$ cat config.mk
export PLATFORM = sky130hd
export DESIGN_NAME = de_morgan_verifier
export DESIGN_NICKNAME = d
export VERILOG_FILES = /design/src/rtl/de_morgan_verifier.sv
export SDC_FILE = /design/constraint.sdc
export NUM_CORES = 1
export LEC_CHECK = 0
export BUFFER_PORTS_ARGS = -buffer_cell sky130_fd_sc_hd__clkbuf_2
export CAP_MARGIN = 20
export CORE_AREA = 2 2 39 41
export CTS_BUF_LIST = sky130_fd_sc_hd__clkbuf_4 sky130_fd_sc_hd__clkbuf_8
export DETAILED_ROUTE_END_ITERATION = 12
export DIE_AREA = 0 0 41 43
export HOLD_SLACK_MARGIN = 0.15
export PLACE_DENSITY = 0.66
export SKIP_LAST_GASP = 1
export SYNTH_ARGS = -nofsm -noshare
export SYNTH_HDL_FRONTEND = slang
export SYNTH_SLANG_ARGS = --single-unit
$ cat constraint.sdc
create_clock -name clk -period 1.65 [get_ports clk]
set_clock_uncertainty 0.1 [all_clocks]
set_input_delay 0.165 -clock clk [delete_from_list [all_inputs] [get_ports clk]]
set_output_delay 0.165 -clock clk [all_outputs]
set_load 0.01 [all_outputs]
$ cat src/rtl/de_morgan_verifier.sv
// Self-checking harness for a De Morgan gate: walks ab through 00..11,
// samples y on the last hold cycle and counts mismatches against ~(a & b).
module de_morgan_verifier #(
  parameter int HOLD_CYCLES = 4,
  parameter int ERR_W       = 3
) (
  input  logic             clk,
  input  logic             rst_n,
  input  logic             start,
  input  logic             y,
  output logic             a,
  output logic             b,
  output logic [1:0]       vec_idx,
  output logic             busy,
  output logic             done,
  output logic             pass,
  output logic [ERR_W-1:0] err_cnt
);

  localparam int CW = (HOLD_CYCLES > 2) ? $clog2(HOLD_CYCLES) : 1;
  localparam logic [CW-1:0] CNT_LAST = CW'(HOLD_CYCLES - 1);
  localparam logic [ERR_W-1:0] ERR_MAX = '1;

  typedef enum logic [1:0] {
    S_IDLE,
    S_DRIVE,
    S_DONE
  } state_e;

  state_e           state_q, state_d;
  logic [CW-1:0]    cnt_q, cnt_d;
  logic [1:0]       vec_q, vec_d;
  logic [ERR_W-1:0] err_q, err_d;
  logic             pass_q, pass_d;

  logic             last_hold;
  logic             mism;
  logic [ERR_W-1:0] err_inc;

  assign last_hold = (cnt_q == CNT_LAST);
  assign mism      = y ^ ~(vec_q[1] & vec_q[0]);
  assign err_inc   = (err_q == ERR_MAX) ? err_q : err_q + 1'b1;

  always_comb begin
    state_d = state_q;
    cnt_d   = cnt_q;
    vec_d   = vec_q;
    err_d   = err_q;
    pass_d  = pass_q;
    unique case (state_q)
      S_IDLE, S_DONE: begin
        if (start) begin
          state_d = S_DRIVE;
          cnt_d   = '0;
          vec_d   = 2'd0;
          err_d   = '0;
          pass_d  = 1'b0;
        end
      end
      S_DRIVE: begin
        if (!last_hold) begin
          cnt_d = cnt_q + 1'b1;
        end else begin
          cnt_d = '0;
          if (mism) err_d = err_inc;
          if (vec_q == 2'd3) begin
            state_d = S_DONE;
            vec_d   = 2'd0;
            // pass folds in the vector-3 result just computed
            pass_d  = (err_d == '0);
          end else begin
            vec_d = vec_q + 2'd1;
          end
        end
      end
      default: begin
        state_d = S_IDLE;
        cnt_d   = '0;
        vec_d   = 2'd0;
        err_d   = '0;
        pass_d  = 1'b0;
      end
    endcase
  end

  always_ff @(posedge clk or negedge rst_n) begin
    if (!rst_n) begin
      state_q <= S_IDLE;
      cnt_q   <= '0;
      vec_q   <= 2'd0;
      err_q   <= '0;
      pass_q  <= 1'b0;
    end else begin
      state_q <= state_d;
      cnt_q   <= cnt_d;
      vec_q   <= vec_d;
      err_q   <= err_d;
      pass_q  <= pass_d;
    end
  end

  assign a       = vec_q[1];
  assign b       = vec_q[0];
  assign vec_idx = vec_q;
  assign busy    = (state_q == S_DRIVE);
  assign done    = (state_q == S_DONE);
  assign pass    = pass_q;
  assign err_cnt = err_q;

endmodule

After elaboration in Yosys (flattened, before gate mapping)
Cells that the tools add are included.
{"block": "totals", "regBits": 10, "in_bits": 4}
{"block": "op_classes", "addsub": 3, "eq_ne": 8, "mux": 21, "bitwise_logic": 3, "n_reduce_logical": 5}
{"op": "$mux 3", "count": 6}
{"op": "$mux 2", "count": 7}
{"op": "$pmux 2 s2", "count": 3}
{"op": "$eq 2x2->1 const B", "count": 3}
{"op": "$pmux 3 s2", "count": 1}
{"op": "$add 2x1->2 const B", "count": 2}
{"op": "$ne 2x1->1 const B", "count": 2}
{"op": "$add 3x1->3 const B", "count": 1}
{"op": "$eq 3x3->1 const B", "count": 1}
{"op": "$logic_not 3->1", "count": 1}
{"op": "$mux 1", "count": 3}
{"op": "$reduce_and 3->1", "count": 1}
{"op": "$eq 2x1->1 const B", "count": 1}
{"op": "$logic_not 2->1", "count": 1}
{"op": "$ne 2x2->1 const B", "count": 1}
{"op": "$pmux 1 s2", "count": 1}
{"op": "$reduce_and 2->1", "count": 1}
{"op": "$reduce_or 2->1", "count": 1}
{"op": "$and 1x1->1", "count": 1}
{"op": "$not 1->1", "count": 1}
{"op": "$xor 1x1->1", "count": 1}

Depth between registers and ports, before layout
Gate-level depths: netlist of run 1.
{"block": "depth", "word_depth": 10, "depth_mapped": 5, "depth_no_buf": 5}

Worst setup path after synthesis of run 1
No wires, ideal clock.
{"block": "synth_path", "path_kind": "register -> register", "start": "reg vec_q[1] (netlist: vec_idx[1])", "end": "reg pass_q (netlist: pass)", "setup_time_ns": 0.122, "arrival_ns": 1.436, "setup_slack_ns": -0.008, "path_stages_with_launch": 6, "period_less_slack_ns": 1.658, "cell_sequence": "dfrtp_1 ha_1 xnor2_2 a21boi_4 mux2i_1 a32o_1"}
{"block": "synth_between", "elab_chain_len": 10, "elab_cells_between_ends": 13}
{"element": "start: declaration", "line": "32", "rtl": "logic [1:0] vec_q, vec_d;"}
{"element": "start signal: assignment", "line": "96", "rtl": "vec_q <= vec_d;"}
{"element": "$and 1x1->1", "line": "41", "rtl": "assign mism = y ^ ~(vec_q[1] & vec_q[0]);"}
{"element": "$not 1->1", "line": "41"}
{"element": "$xor 1x1->1", "line": "41"}
{"element": "$mux 3", "line": "65", "rtl": "if (mism) err_d = err_inc;"}
{"element": "$mux 3", "line": "61", "rtl": "if (!last_hold) begin"}
{"element": "$mux 3", "line": "50", "rtl": "unique case (state_q)"}
{"element": "$logic_not 3->1", "line": "70", "rtl": "pass_d = (err_d == '0);"}
{"element": "$mux 1", "line": "66", "rtl": "if (vec_q == 2'd3) begin"}
{"element": "$mux 1", "line": "61"}
{"element": "$pmux 1 s2", "line": "50"}
{"element": "end signal: assignment", "line": "98", "rtl": "pass_q <= pass_d;"}
{"element": "end: declaration", "line": "34", "rtl": "logic pass_q, pass_d;"}
Parallel ways exist; a longest one is shown, timed or not. The select of a mux whose other input is x is not followed.
A chain may end at the register's enable or synchronous reset.

Worst setup path in the final report of run 1
{"block": "layout_path", "start": "reg vec_q[0] (netlist: vec_idx[0])", "end": "reg pass_q (netlist: pass)"}
The elaborated chain is that of the path after synthesis.

==> results of run 1 <==
## where the power goes
part,switching [mW],internal [mW]
logic,0.271,0.255
clock network,0.0775,0.0840
registers,0.0649,0.324
total,0.413,0.664
## layer usage
layer,vias up,part of all wire,global-route usage
li1,221,-,-
met1,200,0.46,0.209
met2,15,0.48,0.191
met3,4,0.042,0.0314
met4,0,0.017,0.100
met5,-,0,0
## worst max-delay path by stage
| stage | startpoint | endpoint | slack (ns) | cells past startpoint |
|---|---|---|---|---|
| 6_report | vec_idx[0]$_DFFE_PN0P_ | pass$_DFFE_PN0P_ | 0.06 | 5 |
| 5_1_grt | vec_idx[1]$_DFFE_PN0P_ | pass$_DFFE_PN0P_ | -0.04 | 5 |
| 4_1_cts | vec_idx[0]$_DFFE_PN0P_ | pass$_DFFE_PN0P_ | 0.008 | 5 |
| 3_5_place_dp | vec_idx[0]$_DFFE_PN0P_ | pass$_DFFE_PN0P_ | -0.02 | 5 |
| 3_3_place_gp | vec_idx[0]$_DFFE_PN0P_ | pass$_DFFE_PN0P_ | 0.05 | 5 |
| 2_1_floorplan | vec_idx[0]$_DFFE_PN0P_ | pass$_DFFE_PN0P_ | 0.03 | 5 |
## cell families (layout without fill, tap and decap cells)
kind of cell / Yosys count / count (layout) / synth area share
mux: 1 / 1 / 0.0187
flops: 10 / 10 / 0.468
fa+ha+maj: 3 / 3 / 0.0703
compound gates: 14 / 14 / 0.211
simple gates: 16 / 16 / 0.152
buf+inv: 5 / 25 / 0.0492
xor+xnor: 1 / 1 / 0.0305
## sequential cells by signal (all words and copies together) (netlist names)
signal	cells
cnt_q	2
err_cnt	3
pass	1
state_q	2
vec_idx	2
## timing repair
item / CTS / global route
setup endpoints to repair: 2 / 3
pin swaps: 1 / 0
resized for setup: 0 / 2
buffers inserted: 1 / 0
endpoints found under the hold margin: 11 / 0
hold buffers: 2 / 0
## stage by stage
step	setup WS [ns]	hold WS (ns)	cell area, µm²	TNS (ns)
floorplan	0.0346	-0.231	537	0
global placement	0.0473	-0.0535	629	0
detailed placement	-0.0160	-0.0487	629	-0.0160
CTS	0.00759	0.204	679	0
global route	-0.0433	0.243	701	-0.0433
finish	0.0612	0.211	701	0
## cells in the mapped netlist, drive strengths merged, types with 2 or more instances
cell,number,area [µm²]
dfrtp,10,250
nand2,7,26.3
ha,3,37.5
inv,3,11.3
nor2,3,11.3
o21ai,3,15.0
a22o,2,17.5
a31oi,2,12.5
a32o,2,20.0
buf,2,15.0
o31ai,2,15.0
## area by class of cell
type                       count  area share
multi-input combinational     35       0.402
inverter                       3      0.0161
sequential                    10       0.357
tap                           16      0.0286
clock buffer                   3      0.0321
timing repair buffer          19       0.164
## worst max-delay path: stages (launching register included)
cell and delay, ns:
dfrtp_1 0.41, ha_4 0.20, xnor2_4 0.17, a21boi_4 0.24
mux2i_1 0.10, a32o_1 0.26
==> summary.txt, run 1 <==
Status - complete, no violations
Top_reg_cell synth - dfrtp_1
Vias - 440
Least-Margin Pin Slew - 0.316 ns
Io pins - 14
H-tree depth - 1
First-pass DRT Iterations - 4
Nets@finish - 79
CTS Buf Count - 3
Critical Path RT - 1.70 ns
Slew headroom - 0.789
Port buffer count - 13
Avg WL per Cell - 13.0 µm
Synth warnings - 0
Worst setup path class - register to register
CTS Root Cell - clkbuf_4
Number of synthesized flops with an enable pin - 0
DRT antenna net count - 0
Worst EP arrival - 1.64 ns
Total gr overflow - 0
Net Count, Synth - 57
Total GRT Usage - 0.147
Core area - 1380 µm²
Asr flop ratio synth - 1.00
Core Util, Final - 0.506
Post-Syn Area - 534 µm²
Gate Count Post-Synth - 50
Skew-Pair Late Insertion Delay - 0.26 ns
Most common cell after layout, fill and taps aside - clkbuf_2
Setup Viol. Count Final - 0
Fmax - 629 MHz
Flop2flop setup slack - 0.06 ns
First-pass GRT wire length - 1680 µm
Crit path max fanout - 4
Number of antenna violations at the first check in global routing - 0
RSZ-0062 raised after global routing - yes
Initial core utilization - 0.386
Footprint of the multi-input gates - 282 µm²
Layout area overhead - 31.1%
Most frequent cells in the layout - clkbuf_2, dfrtp_1, nand2_1
Syn Area/Cell - 10.7 µm²
DRC - 0
Leak pwr - 0.350 nW
Startpoint Class - register
VDD IR-drop max - 621 µV
Clk sinks - 10
Seq/Total Area, Yosys - 0.468
Yosys reg bits - 10
Final GP Congestion - 0.747
Vias in the first global route - 396
Die Y-Extent - 43 µm
CTS tree - yes
Iteration-0 DRC count of the detailed router - 19
Storage element area - 250 µm²
Reg2reg end - pass$_DFFE_PN0P_
Reg clk slew, reported paths - 0.06 ns
DIE WIDTH - 41 µm
Worst setup EP type - register
Worst Hold Class - input port to asynchronous set/reset pin
Num rows - 14
R2r worst-path depth - 5
Largest net degree at the start of global routing - 11
Die ar. - 1760 µm²
Placed cell count - 80
Tmin final - 1.59 ns
# diodes - 0
Routed wire length - 1120 µm
Post-synth cell types - 22
Crit share post-route - 0.963
Vias per cell - 5.12
Maximum root-to-sink buffer count - 2
Final Slew Violations - 0
Filler instances - 124
DP Wirelength - 869 µm
Final Non-Filler Cells - 86
Power density over the cells - 1540 nW/µm²
Max_cap viols - 0
Final Hold Fails - 0
Pwr Total - 1.08 mW
Reg2reg start - vec_idx[0]$_DFFE_PN0P_
Layout cell share with drive strength beyond 1 - 0.343
Note: power is estimated with default switching activity, not from simulation.
==> inputs of run 2 (changes only) <==
--- a/config.mk
+++ b/config.mk
@@ -7,12 +7,14 @@
 export LEC_CHECK = 0
 export BUFFER_PORTS_ARGS = -buffer_cell sky130_fd_sc_hd__clkbuf_2
 export CAP_MARGIN = 20
-export CORE_AREA = 2 2 39 41
+export CELL_PAD_IN_SITES_DETAIL_PLACEMENT = 1
+export CELL_PAD_IN_SITES_GLOBAL_PLACEMENT = 1
+export CORE_MARGIN = 2
+export CORE_UTILIZATION = 36
 export CTS_BUF_LIST = sky130_fd_sc_hd__clkbuf_4 sky130_fd_sc_hd__clkbuf_8
 export DETAILED_ROUTE_END_ITERATION = 12
-export DIE_AREA = 0 0 41 43
 export HOLD_SLACK_MARGIN = 0.15
-export PLACE_DENSITY = 0.66
+export PLACE_DENSITY_LB_ADDON = 0.1
 export SKIP_LAST_GASP = 1
 export SYNTH_ARGS = -nofsm -noshare
 export SYNTH_HDL_FRONTEND = slang
==> summary.txt, run 2 (synthesis gave the netlist of run 1 again) <==
Layout cell share with drive strength beyond 1 - 0.361 (was 0.343)
Die ar. - 1810 µm² (was 1760 µm²)
H-tree depth - 1 (unchanged)
Iteration-0 DRC count of the detailed router - 1 (was 19)
Crit share post-route - 0.962 (was 0.963)
Design Area, Final - 709 µm² (was 701 µm²)
Final Slew Violations - 0 (unchanged)
Dpl ws - 0.0780 ns (was -0.0160 ns)
CTS Buf Count - 3 (unchanged)
Routed wire length - 1320 µm (was 1120 µm)
Final Hold Fails - 0 (unchanged)
DRC - 0 (unchanged)
Pwr Total - 1.16 mW (was 1.08 mW)
Storage element area - 250 µm² (unchanged)
Io pins - 14 (unchanged)
Reg clk slew, reported paths - 0.07 ns (was 0.06 ns)
Post-DP Area - 636 µm² (was 629 µm²)
Max_cap viols - 0 (unchanged)
Initial core utilization - 0.396 (was 0.386)
First-pass GRT wire length - 2200 µm (was 1680 µm)
Status - complete, no violations (unchanged)
Worst setup path class - register to register (unchanged)
DP Wirelength - 934 µm (was 869 µm)
VDD IR-drop max - 654 µV (was 621 µV)
CTS tree - yes (unchanged)
Hold slack - 0.191 ns (was 0.211 ns)
First-pass DRT Iterations - 3 (was 4)
Maximum root-to-sink buffer count - 2 (unchanged)
Slowest stage cell on the critical path - dfrtp_1 (unchanged)
Number of antenna violations at the first check in global routing - 0 (unchanged)
Reg2reg start - vec_idx[1]$_DFFE_PN0P_ (was vec_idx[0]$_DFFE_PN0P_)
Flop2flop setup slack - 0.06 ns (about the same)
Least-Margin Pin Slew - 0.329 ns (was 0.316 ns)
Slew headroom - 0.780 (was 0.789)
Layout area overhead - 32.8% (was 31.1%)
Max reg flops - 3 (unchanged)
Total GRT Usage - 0.175 (was 0.147)
Clk sinks - 10 (unchanged)
Nets@finish - 80 (was 79)
DRT antenna net count - 0 (unchanged)
Final GP Congestion - 0.708 (was 0.747)
Core area - 1350 µm² (was 1380 µm²)
Fmax - 630 MHz (was 629 MHz)
Vias per cell - 5.33 (was 5.12)
Total gr overflow - 0 (unchanged)
DIE WIDTH - 42.5 µm (was 41 µm)
Filler instances - 159 (was 124)
CTS Root Cell - clkbuf_4 (unchanged)
Footprint of the multi-input gates - 270 µm² (was 282 µm²)
Post-route setup TNS - 0 ns (unchanged)
Core Util, Final - 0.525 (was 0.506)
Worst setup slack after layout - 0.0628 ns (was 0.0612 ns)
# diodes - 0 (unchanged)
Port buffer count - 13 (unchanged)
Reg2reg end - pass$_DFFE_PN0P_ (unchanged)
Most frequent cells in the layout - clkbuf_2, dfrtp_1, nand2_1 (unchanged)
Final Non-Filler Cells - 87 (was 86)
Critical Path RT - 1.76 ns (was 1.70 ns)
Vias - 464 (was 440)
Leak pwr - 0.361 nW (was 0.350 nW)
Worst Hold Class - input port to asynchronous set/reset pin (unchanged)
Largest net degree at the start of global routing - 11 (unchanged)
Skew-Pair Late Insertion Delay - 0.28 ns (was 0.26 ns)
Power density over the cells - 1640 nW/µm² (was 1540 nW/µm²)
Worst EP arrival - 1.70 ns (was 1.64 ns)
Avg WL per Cell - 15.2 µm (was 13.0 µm)
Worst setup EP type - register (unchanged)
Crit path cell chain - ha_4 -> xnor2_2 -> a21boi_4 -> mux2i_1 -> a32o_1 (was ha_4 -> xnor2_4 -> a21boi_4 -> mux2i_1 -> a32o_1)
Die Y-Extent - 42.5 µm (was 43 µm)
Setup crit start - vec_idx[1]$_DFFE_PN0P_ (was vec_idx[0]$_DFFE_PN0P_)
Crit path max fanout - 4 (unchanged)
Startpoint Class - register (unchanged)
Vias in the first global route - 467 (was 396)
R2r worst-path depth - 5 (unchanged)
Worst stage delay on the critical path - 0.41 ns (about the same)
Most common cell after layout, fill and taps aside - clkbuf_2 (unchanged)
Num rows - 13 (was 14)
Tmin final - 1.59 ns (about the same)
Setup Viol. Count Final - 0 (unchanged)
Placed cell count - 80 (unchanged)
==> run 2: worst max-delay path: cells and delay by family (launching register included) <==
kind / cells / cell delay, ns
AOI/OAI and AO/OA: 2 / 0.43
xor gates and xnor gates: 1 / 0.14
muxes: 1 / 0.26
DFF: 1 / 0.41
adders and majority gates: 1 / 0.19
==> run 2: routing by layer <==
layer / vias to the layer above / share of wire / wire [µm] / track usage
met2: 14 / 0.43 / 575 / 0.262
met3: 5 / 0.047 / 62 / 0.0517
met5: - / 0 / 0 / 0
met1: 219 / 0.49 / 643 / 0.210
met4: 0 / 0.031 / 41 / 0.131
li1: 226 / - / - / -
==> run 2: power breakdown <==
group	internal (mW)	switching, mW	total, mW
clock	0.134	0.0976	0.232
sequential	0.324	0.0651	0.389
combinational	0.260	0.281	0.541
==> run 2: worst max-delay path by stage <==
stage,end,depth (start not counted)
6_report,pass$_DFFE_PN0P_,5
5_1_grt,pass$_DFFE_PN0P_,5
2_1_floorplan,pass$_DFFE_PN0P_,5
4_1_cts,pass$_DFFE_PN0P_,5
3_5_place_dp,err_cnt[1]$_DFFE_PN0P_,5
3_3_place_gp,pass$_DFFE_PN0P_,5
==> run 2: timing repair <==
item,in CTS,in global routing
endpoints found under the setup margin,0,2
resized for setup,0,1
endpoints found under the hold margin,11,0
hold buffers,2,0
setup buffers,0,1
==> run 2: final cells by class <==
class | count | area share
Clock buffer | 4 | 0.0511
Sequential cell | 10 | 0.353
Tap cell | 15 | 0.0265
Multi-Input combinational cell | 35 | 0.381
Timing Repair Buffer | 20 | 0.173
Inverter | 3 | 0.0159
